[src/rtl/q_4phase_rx.sv]
// 4-phase request/acknowledge receiver: synchronises req, captures bundled data into a FWFT FIFO.
// Optional Q4RX_STALL_CNT_EN adds a saturating count of full-FIFO stall edges on stall_cnt.
module q_4phase_rx #(
  parameter int WIDTH       = 8,
  parameter int DEPTH       = 4,
  parameter int SYNC_STAGES = 2
)(
  input  logic                     clk,
  input  logic                     rst,
  input  logic                     req,
  input  logic [WIDTH-1:0]         data,
  output logic                     ack,
  output logic                     out_valid,
  output logic [WIDTH-1:0]         out_data,
  input  logic                     out_ready,
  output logic [$clog2(DEPTH):0]   count
`ifdef Q4RX_STALL_CNT_EN
  ,
  output logic [15:0]              stall_cnt
`endif
);

  localparam int AW = $clog2(DEPTH);
  localparam int CW = AW + 1;
  localparam logic [CW-1:0] FULL = CW'(DEPTH);

  typedef enum logic {S_IDLE = 1'b0, S_WAIT_LO = 1'b1} state_t;

  state_t                 r_state;
  logic                   r_ack;
  logic [SYNC_STAGES-1:0] r_sync;
  logic [AW-1:0]          r_wr_ptr;
  logic [AW-1:0]          r_rd_ptr;
  logic [CW-1:0]          r_count;
  logic [WIDTH-1:0]       r_mem [DEPTH];

  logic w_req_s;
  logic w_full;
  logic w_push;
  logic w_pop;

  // req is only ever seen through this chain; data is bundled and sampled raw.
  always_ff @(posedge clk or negedge rst) begin
    if (!rst) r_sync <= '0;
    else      r_sync <= {r_sync[SYNC_STAGES-2:0], req};
  end

  assign w_req_s   = r_sync[SYNC_STAGES-1];
  assign w_full    = (r_count == FULL);
  assign w_push    = (r_state == S_IDLE) && w_req_s && !w_full;
  assign out_valid = (r_count != '0);
  assign w_pop     = out_valid && out_ready;
  assign out_data  = r_mem[r_rd_ptr];
  assign count     = r_count;
  assign ack       = r_ack;

  always_ff @(posedge clk or negedge rst) begin
    if (!rst) begin
      r_state  <= S_IDLE;
      r_ack    <= 1'b0;
      r_wr_ptr <= '0;
    end else begin
      case (r_state)
        S_IDLE: begin
          if (w_push) begin
            r_wr_ptr <= r_wr_ptr + 1'b1;
            r_ack    <= 1'b1;
            r_state  <= S_WAIT_LO;
          end
        end
        S_WAIT_LO: begin
          if (!w_req_s) begin
            r_ack   <= 1'b0;
            r_state <= S_IDLE;
          end
        end
        default: begin
          r_ack   <= 1'b0;
          r_state <= S_IDLE;
        end
      endcase
    end
  end

  always_ff @(posedge clk) begin
    if (w_push) r_mem[r_wr_ptr] <= data;
  end

  // Full test uses the registered count, so a pop never frees a slot for the same edge.
  always_ff @(posedge clk or negedge rst) begin
    if (!rst) begin
      r_rd_ptr <= '0;
      r_count  <= '0;
    end else begin
      if (w_pop) r_rd_ptr <= r_rd_ptr + 1'b1;
      case ({w_push, w_pop})
        2'b10:   r_count <= r_count + 1'b1;
        2'b01:   r_count <= r_count - 1'b1;
        default: r_count <= r_count;
      endcase
    end
  end

`ifdef Q4RX_STALL_CNT_EN
  logic [15:0] r_stall_cnt;

  always_ff @(posedge clk or negedge rst) begin
    if (!rst) r_stall_cnt <= '0;
    else if ((r_state == S_IDLE) && w_req_s && w_full && (r_stall_cnt != 16'hFFFF))
      r_stall_cnt <= r_stall_cnt + 16'd1;
  end

  assign stall_cnt = r_stall_cnt;
`endif

endmodule

[config.mk]
export PLATFORM = sky130hd
export DESIGN_NAME = q_4phase_rx
export DESIGN_NICKNAME = d
export VERILOG_FILES = /design/src/rtl/q_4phase_rx.sv
export SDC_FILE = /design/constraint.sdc
export NUM_CORES = 1
export LEC_CHECK = 0
export CAP_MARGIN = 25
export CORE_MARGIN = 2
export CORE_UTILIZATION = 56
export DETAILED_ROUTE_END_ITERATION = 8
export PLACE_DENSITY = 0.91
export SLEW_MARGIN = 20
export SYNTH_ARGS = -nofsm -noshare
export SYNTH_HDL_FRONTEND = slang
export SYNTH_SLANG_ARGS = --single-unit
[constraint.sdc]
create_clock -name clk -period 6.5 [get_ports clk]
set_input_delay 0.65 -clock clk [delete_from_list [all_inputs] [get_ports clk]]
set_output_delay 0.65 -clock clk [all_outputs]
set_load 0.005 [all_outputs]
Yosys cells after proc, flatten, opt, wreduce, memory -nomap -nowiden
Memories as Yosys holds them, arrays and structs flattened.
Index checks and enable logic that the tools add are counted.

storage, ports and cells
  flip-flop bits (word level) = 11
  RAM bits = 32
  memories kept = 1

memories
  memory  depth  width  read ports  clocked after Yosys merged registers in  wr ports  line  text
  r_mem   4      8      1           0                                        1         35    logic [WIDTH-1:0] r_mem [DEPTH];

cells by class
  add/subtract/negate cells = 4
  equal/unequal tests = 5
  muxes and demuxes = 8
  bitwise operators = 1
  reductions and logical operators = 8

operator list
  kind                 count
  $pmux 3 s2           1
  $mux 1               5
  $add 2x1->2 const B  2
  $ne 2x2->1 const B   2
  $pmux 1 s2           2
  $reduce_and 2->1     2
  $add 3x1->3 const B  1
  $eq 3x3->1 const B   1
  $logic_and 1x1->1    3
  $reduce_bool 3->1    1
  $sub 3x1->3 const B  1
  $eq 2x1->1 const B   1
  $eq 2x2->1 const B   1
  $reduce_bool 2->1    1
  $logic_not 1->1      1
  $not 1->1            1

Depth between registers and ports, before layout
Gate-level depths: netlist of the first run.

  depth in word-level cells = 5
  mapped depth = 9
  gate-level depth less buffers = 9

Least setup slack after synthesis of the first run
OpenSTA, ideal clock, no wires.

  path type = register -> register
  start = register r_count[0], in the netlist count[0]
  end = register r_count[2], in the netlist count[2]
  data arrival time = 1997 ps
  path slack = 4423 ps
  cell stages (with the launch flop) = 10
  buffers on the path = 0
  path through = dfrtp_1 > or3b_1 > nor3b_4 > inv_1 > ha_1 > inv_1 > fa_1 > xor2_1 > nor2_1 > xor2_1

between the ends
  longest elaborated chain between the ends = 5
  elaborated cells between the ends (all ways) = 11
  those cells by class = add/sub (2); eq/ne (3); mux (1); reduce/logical (5)

ends and longest elaborated chain
  item                                             line  text
  start, declared                                  34    logic [CW-1:0] r_count;
  start signal, assigned                           97    2'b10: r_count <= r_count + 1'b1;
  start signal, assigned                           98    2'b01: r_count <= r_count - 1'b1;
  start signal, assigned                           99    default: r_count <= r_count;
  $eq 3x3->1                                       49    assign w_full = (r_count == FULL);
  $logic_not 1->1                                  50    assign w_push = (r_state == S_IDLE) && w_req_s && !w_full;
  $logic_and 1x1->1                                50
  $eq 2x1->1 or $eq 2x2->1 (tied branches)         96    case ({w_push, w_pop})
  $pmux 3 s2 or $reduce_bool 2->1 (tied branches)  --

Parallel ways exist; a longest one is shown, timed or not.
A chain may end at the register's enable or synchronous reset.

Worst setup path after layout of the first run
  start = register r_rd_ptr[0]
  end = output out_data[7]

between the ends
  longest elaborated chain between the ends = 1

ends and longest elaborated chain
  item                    line  text
  start, declared         33    logic [AW-1:0] r_rd_ptr;
  start signal, assigned  95    if (w_pop) r_rd_ptr <= r_rd_ptr + 1'b1;
  $mem_v2 4x8             --
  end, declared           14    output logic [WIDTH-1:0] out_data,

No other way between the ends.

==> impl_metrics.toml, run 1 <==
[grt]
grt_overflow = 0
grt_util_all_layers_pct = 18.1
grt_pass1_vias = 881
grt_max_degree = 15
grt_pass1_wl_mm = 4.34
grt_antenna_before_repair = 0

[timing]
tightestPinTransition_ps = 589
slew_headroom_pct = 60.7
setup_viol = 0
clock-skew-final_ps = 14.4
setup-tns-final_ps = 0
rsz0062_at_grt = "false"
max_freq_ghz = 0.357
min_period_ps = 2800
finalHoldViolCount = 0
fin_crit_sh_pct = 43.1
holdWs_ps = 363
slew_viol_final = 0

[detailed_routing]
drc = 0
drt-initial-drc-count = 33
vias = 843
drtAntennaViolNets = 0
wl_mm = 2.69
drtPass1Iterations = 4
vias_per_cell = 5.62
wire_per_inst_um = 17.9

[cts]
cts_sinks = 43
cts_root_buf = "clkbuf_4"
cts.repair.resized = 0
cts_setup_buffers = 0
insertion_delay_ps = 350
htree_levels = 2
clk_pin_slew_worst_paths_ps = 110
hold_buffers = 0
cts_buffers = 5
cts_tree = "yes"
clockBufferDepth = 2

[synth]
synth_area_per_cell_um2 = 19.7
syn_inst = 87
yosysSeqAreaShare_pct = 72.3
yosysWarnings = 0
synth_area_mm2 = 0.00171
synth_seq_cells = 43
yosys_most_used_dff = "edfxtp_1"
yosysTopAreaCellShare_pct = 56.2
synthArstFlopShare_pct = 25.6
yosysTopAreaCell = "edfxtp_1"
synth-edff-count = 32
yosysUniqueCellTypes = 20
syn-num-nets = 105
synth.area.top_cells = "edfxtp_1 56%, dfrtp_1 16%, mux4_2 11%, ha_1 3.7%, and2_2 1.8%"

[power_and_ir_drop]
power_per_cell_area_mw_per_mm2 = 409
leakage_nw = 0.759
irDropWorstVdd_v = 0.000240

[floorplan]
start_util_pct = 57.4
fp.dieW_um = 59.3
rows = 20
die_h_um = 59.3
fp.coreArea_mm2 = 0.00298
fp.dieArea_mm2 = 0.00351
ios = 25

[placed_design]
gp_congestion = 0.630
hpwlAfterDp_mm = 1.91
io_buffers = 24

[layout]
drive_gt1_share_pct = 20.5
layout.nets = 134
multi_input_area_um2 = 439
num-fill-cells = 200
syn_to_final_growth_pct = 20.7
antenna_cells = 0
seqCellArea_mm2 = 0.00124

[critical_path]
start_kind = "flip-flop"
path_class = "flip-flop to output pin"
timing.rr.start = "count[0]"
cpLargestDelayFamily = "flip-flops"
r2r_end = "count[2]"
crit_fanout = 10
r2r_cells = 9
cp_slowest_cell = "dfrtp_1"
cp-startpoint = "r_rd_ptr[0]"
crit_end = "out_data[7]"
cp_data_required_time_ps = 5850
max_stage_delay_ps = 730
path_depth = 2
crit_arrival_ps = 2150
r2r_slack_ps = 4260
crit_chain = "mux4_2 -> clkdlybuf4s50_1"
crit_buf_inv = 1
crit_path_end_kind = "output pin"

[worst_hold_path]
hp-class = "flip-flop to flip-flop"

[status]
status = "complete, no violations"

[run]
maxCapViolCount = 0
## worst reg2reg max path: cells and delay by family, from the launching register on
kind                       cells  cell delay, ps
xor gates and xnor gates       2             310
buffers and inverters          2             130
DFF                            1             450
and+or+nand+nor                3             710
adders and majority gates      2             560
## final cells by class
cell class / instances / share of cell area [%]
inverters: 7 / 1.27
clock buffers: 5 / 1.82
repair buffers: 24 / 11.6
clock inverters: 3 / 2.12
multi-input cells: 35 / 21.3
flip-flops and latches: 43 / 59.9
well taps: 33 / 2.00
## through the flow
stage	setup slack [ps]	instance area, um^2	utilization [%]	std cells	power [mW]
after floorplan	4420	1710	-	87	0.555
after global placement	4120	1980	66.6	142	0.669
after CTS	3660	2060	69.3	150	0.857
after detailed placement	4050	1980	66.6	142	0.691
after global routing	3570	2060	69.3	150	0.897
final	3700	2060	69.3	150	0.844
## power by group
group / internal [mW] / switching (mW) / total, mW
registers: 0.349 / 0.0571 / 0.406
clock network: 0.0810 / 0.0813 / 0.162
logic: 0.179 / 0.0972 / 0.276
## cells by family (layout without fill, tap and decap cells)
kind of cell | after synthesis | after routing | synth area share (%)
xor gates and xnor gates | 6 | 6 | 3.07
muxes | 10 | 10 | 12.0
buffers and inverters | 9 | 39 | 2.05
adders and majority gates | 6 | 6 | 4.83
DFF | 43 | 43 | 72.3
and+or+nand+nor | 11 | 11 | 4.68
AOI/OAI and AO/OA | 2 | 2 | 1.10
## placed cells by master, fill, tap and decap left out, drive strengths merged, types with 2 or more instances in the layout
cell type,instances
ha,5
edfxtp,32
nor2,3
mux4,8
clkinv,2
inv,7
xnor2,3
and2,4
clkbuf,5
dfrtp,11
xor2,3
clkdlybuf4s50,24
## flip-flops by register name (all words and copies together), names as in the netlist
name	cells
r_mem	32
r_rd_ptr	2
r_wr_ptr	2
count	3
r_state	1
ack	1
r_sync	2
## per-layer routing
metal  GRT usage (%)  vias up  routed length [um]
met5               0        -                   0
met4            5.84        0                  37
met3            7.21        6                 150
met2            29.7       28                1390
met1            22.0      426                1110
li1                -      383                   -
## synthesized netlist by cell type (3+ instances only)
cell type and count:
and2_2 4, dfrtp_1 11, edfxtp_1 32, ha_1 5
inv_1 7, mux4_2 8, nor2_1 3, xnor2_1 3
xor2_1 3
## worst min-delay path by stage
stage / start / endpoint / slack, ps / cells after the start
finish: r_sync[0] / r_sync[1] / 360 / 0
global route: r_sync[0] / r_sync[1] / 370 / 0
CTS: r_sync[0] / r_sync[1] / 370 / 0
detailed placement: r_sync[0] / r_sync[1] / 340 / 0
global placement: r_sync[0] / r_sync[1] / 340 / 0
floorplan: r_sync[0] / r_sync[1] / 330 / 0
Power figures use the tool's default switching activity.
==> inputs of run 2 (changes only) <==
--- a/config.mk
+++ b/config.mk
@@ -7,9 +7,9 @@
 export LEC_CHECK = 0
 export CAP_MARGIN = 25
 export CORE_MARGIN = 2
-export CORE_UTILIZATION = 56
+export CORE_UTILIZATION = 47
 export DETAILED_ROUTE_END_ITERATION = 8
-export PLACE_DENSITY = 0.91
+export PLACE_DENSITY = 0.82
 export SLEW_MARGIN = 20
 export SYNTH_ARGS = -nofsm -noshare
 export SYNTH_HDL_FRONTEND = slang
==> constraint.sdc (replaced) <==
create_clock -name clk -period 2.3 [get_ports clk]
set_input_delay 0.23 -clock clk [delete_from_list [all_inputs] [get_ports clk]]
set_output_delay 0.23 -clock clk [all_outputs]
set_load 0.005 [all_outputs]
==> impl_metrics.toml, run 2 (synthesis results as in run 1) <==
[timing]
slew_viol_final = 0
setup-tns-final_ps = 0
tightestPinTransition_ps = 510
finalHoldViolCount = 0
rsz0062_at_grt = "false"
slew_headroom_pct = 65.9
fin_crit_sh_pct = 94.6
min_period_ps = 2180
clock-skew-final_ps = 10.3
setup_viol = 0
max_freq_ghz = 0.460

[detailed_routing]
drtPass1Iterations = 4
drt-initial-drc-count = 30
vias_per_cell = 5.13
vias = 851
drc = 0
wl_mm = 2.71
wire_per_inst_um = 16.3
drtAntennaViolNets = 0

[floorplan]
start_util_pct = 50.1
rows = 21
fp.dieW_um = 64.3
fp.coreArea_mm2 = 0.00342
die_h_um = 64.3
fp.dieArea_mm2 = 0.00414
ios = 25

[layout]
syn_to_final_growth_pct = 24.5
final_common_cell = "edfxtp_1"
antenna_cells = 0
regMostFlops = "r_mem"
drive_gt1_share_pct = 24.2
final_cell_mix = "32 x edfxtp_1, 24 x clkdlybuf4s50_1, 10 x dfrtp_1, 8 x mux4_2, 7 x inv_1"
largest_register_ffs = 32
layout.nets = 137

[critical_path]
crit_arrival_ps = 2460
crit_chain = "or3b_1 -> nor3b_4 -> inv_1 -> ha_2 -> inv_1 -> fa_2 -> xor2_1 -> nor2_1 -> xor2_1"
path_class = "flip-flop to flip-flop"
timing.rr.start = "count[0]"
cp_slowest_cell = "dfrtp_2"
r2r_cells = 9
r2r_end = "count[2]"
max_stage_delay_ps = 450
start_kind = "flip-flop"
cp_data_required_time_ps = 2580
cpLargestDelayFamily = "simple AND/OR/NAND/NOR gates"
r2r_slack_ps = 120
crit_path_end_kind = "flip-flop"
crit_fanout = 8
crit_buf_inv = 2

[status]
status = "complete, no violations"

[grt]
grt_pass1_wl_mm = 4.47
grt_util_all_layers_pct = 15.4
grt_max_degree = 14
grt_antenna_before_repair = 0
grt_pass1_vias = 903
grt_overflow = 0

[power_and_ir_drop]
leakage_nw = 0.778
total_power_mw = 2.55
power_per_cell_area_mw_per_mm2 = 1200
irDropWorstVdd_v = 0.000786

[worst_hold_path]
hp-class = "primary input to asynchronous set/reset pin"

[cts]
cts_root_buf = "clkbuf_4"
cts_tree = "yes"
clk_pin_slew_worst_paths_ps = 120
clockBufferDepth = 2
cts_buffers = 5
cts_sinks = 43
hold_buffers = 0
htree_levels = 2
insertion_delay_ps = 350

[run]
maxCapViolCount = 0

[placed_design]
gp_congestion = 0.737
hpwlAfterDp_mm = 1.79
io_buffers = 24
[run 2: layer usage]
metal,routed length (um),global-route usage (%)
met1,1130,19.3
met2,1360,23.4
met3,155,5.11
met4,62,8.78
met5,0,0
[run 2: final cells by class]
class | count | area [um^2]
fill | 251 | 1290
sequential | 43 | 1240
multi-input combinational | 35 | 444
timing repair buffer | 27 | 263
clock inverter | 2 | 60.1
tap | 46 | 57.6
clock buffer | 6 | 41.3
inverter | 7 | 26.3
[run 2: power by group]
part / internal [mW] / switching (mW)
Sequential: 0.988 / 0.117
Clock: 0.339 / 0.235
Combinational: 0.545 / 0.325
Total: 1.87 / 0.677
[run 2: repair_timing]
action                                  4_1_cts  5_1_grt
hold endpoints to repair                      0        0
endpoints found under the setup margin        0        1
gates resized for setup                       0        3
setup buffers                                 0        1
[run 2: worst max-delay path by stage]
stage	startpoint	to	slack [ps]	cells past startpoint
floorplan	count[0]	count[2]	220	9
global placement	count[0]	count[2]	180	9
detailed placement	count[0]	count[2]	90	9
CTS	count[0]	count[2]	60	9
global route	count[0]	count[2]	20	9
finish	count[0]	count[2]	120	9
[run 2: per-stage QoR]
stage / area (um^2) / cells / setup WS (ps) / util, % / hold slack, ps
after floorplan: 1710 / 87 / 223 / - / -65.6
after global placement: 2010 / 157 / 182 / 59.0 / 342
after detailed placement: 2010 / 157 / 85.3 / 59.0 / 344
after CTS: 2120 / 165 / 55.6 / 61.9 / 194
after global routing: 2130 / 166 / 20.5 / 62.3 / 228
final: 2130 / 166 / 125 / 62.3 / 197
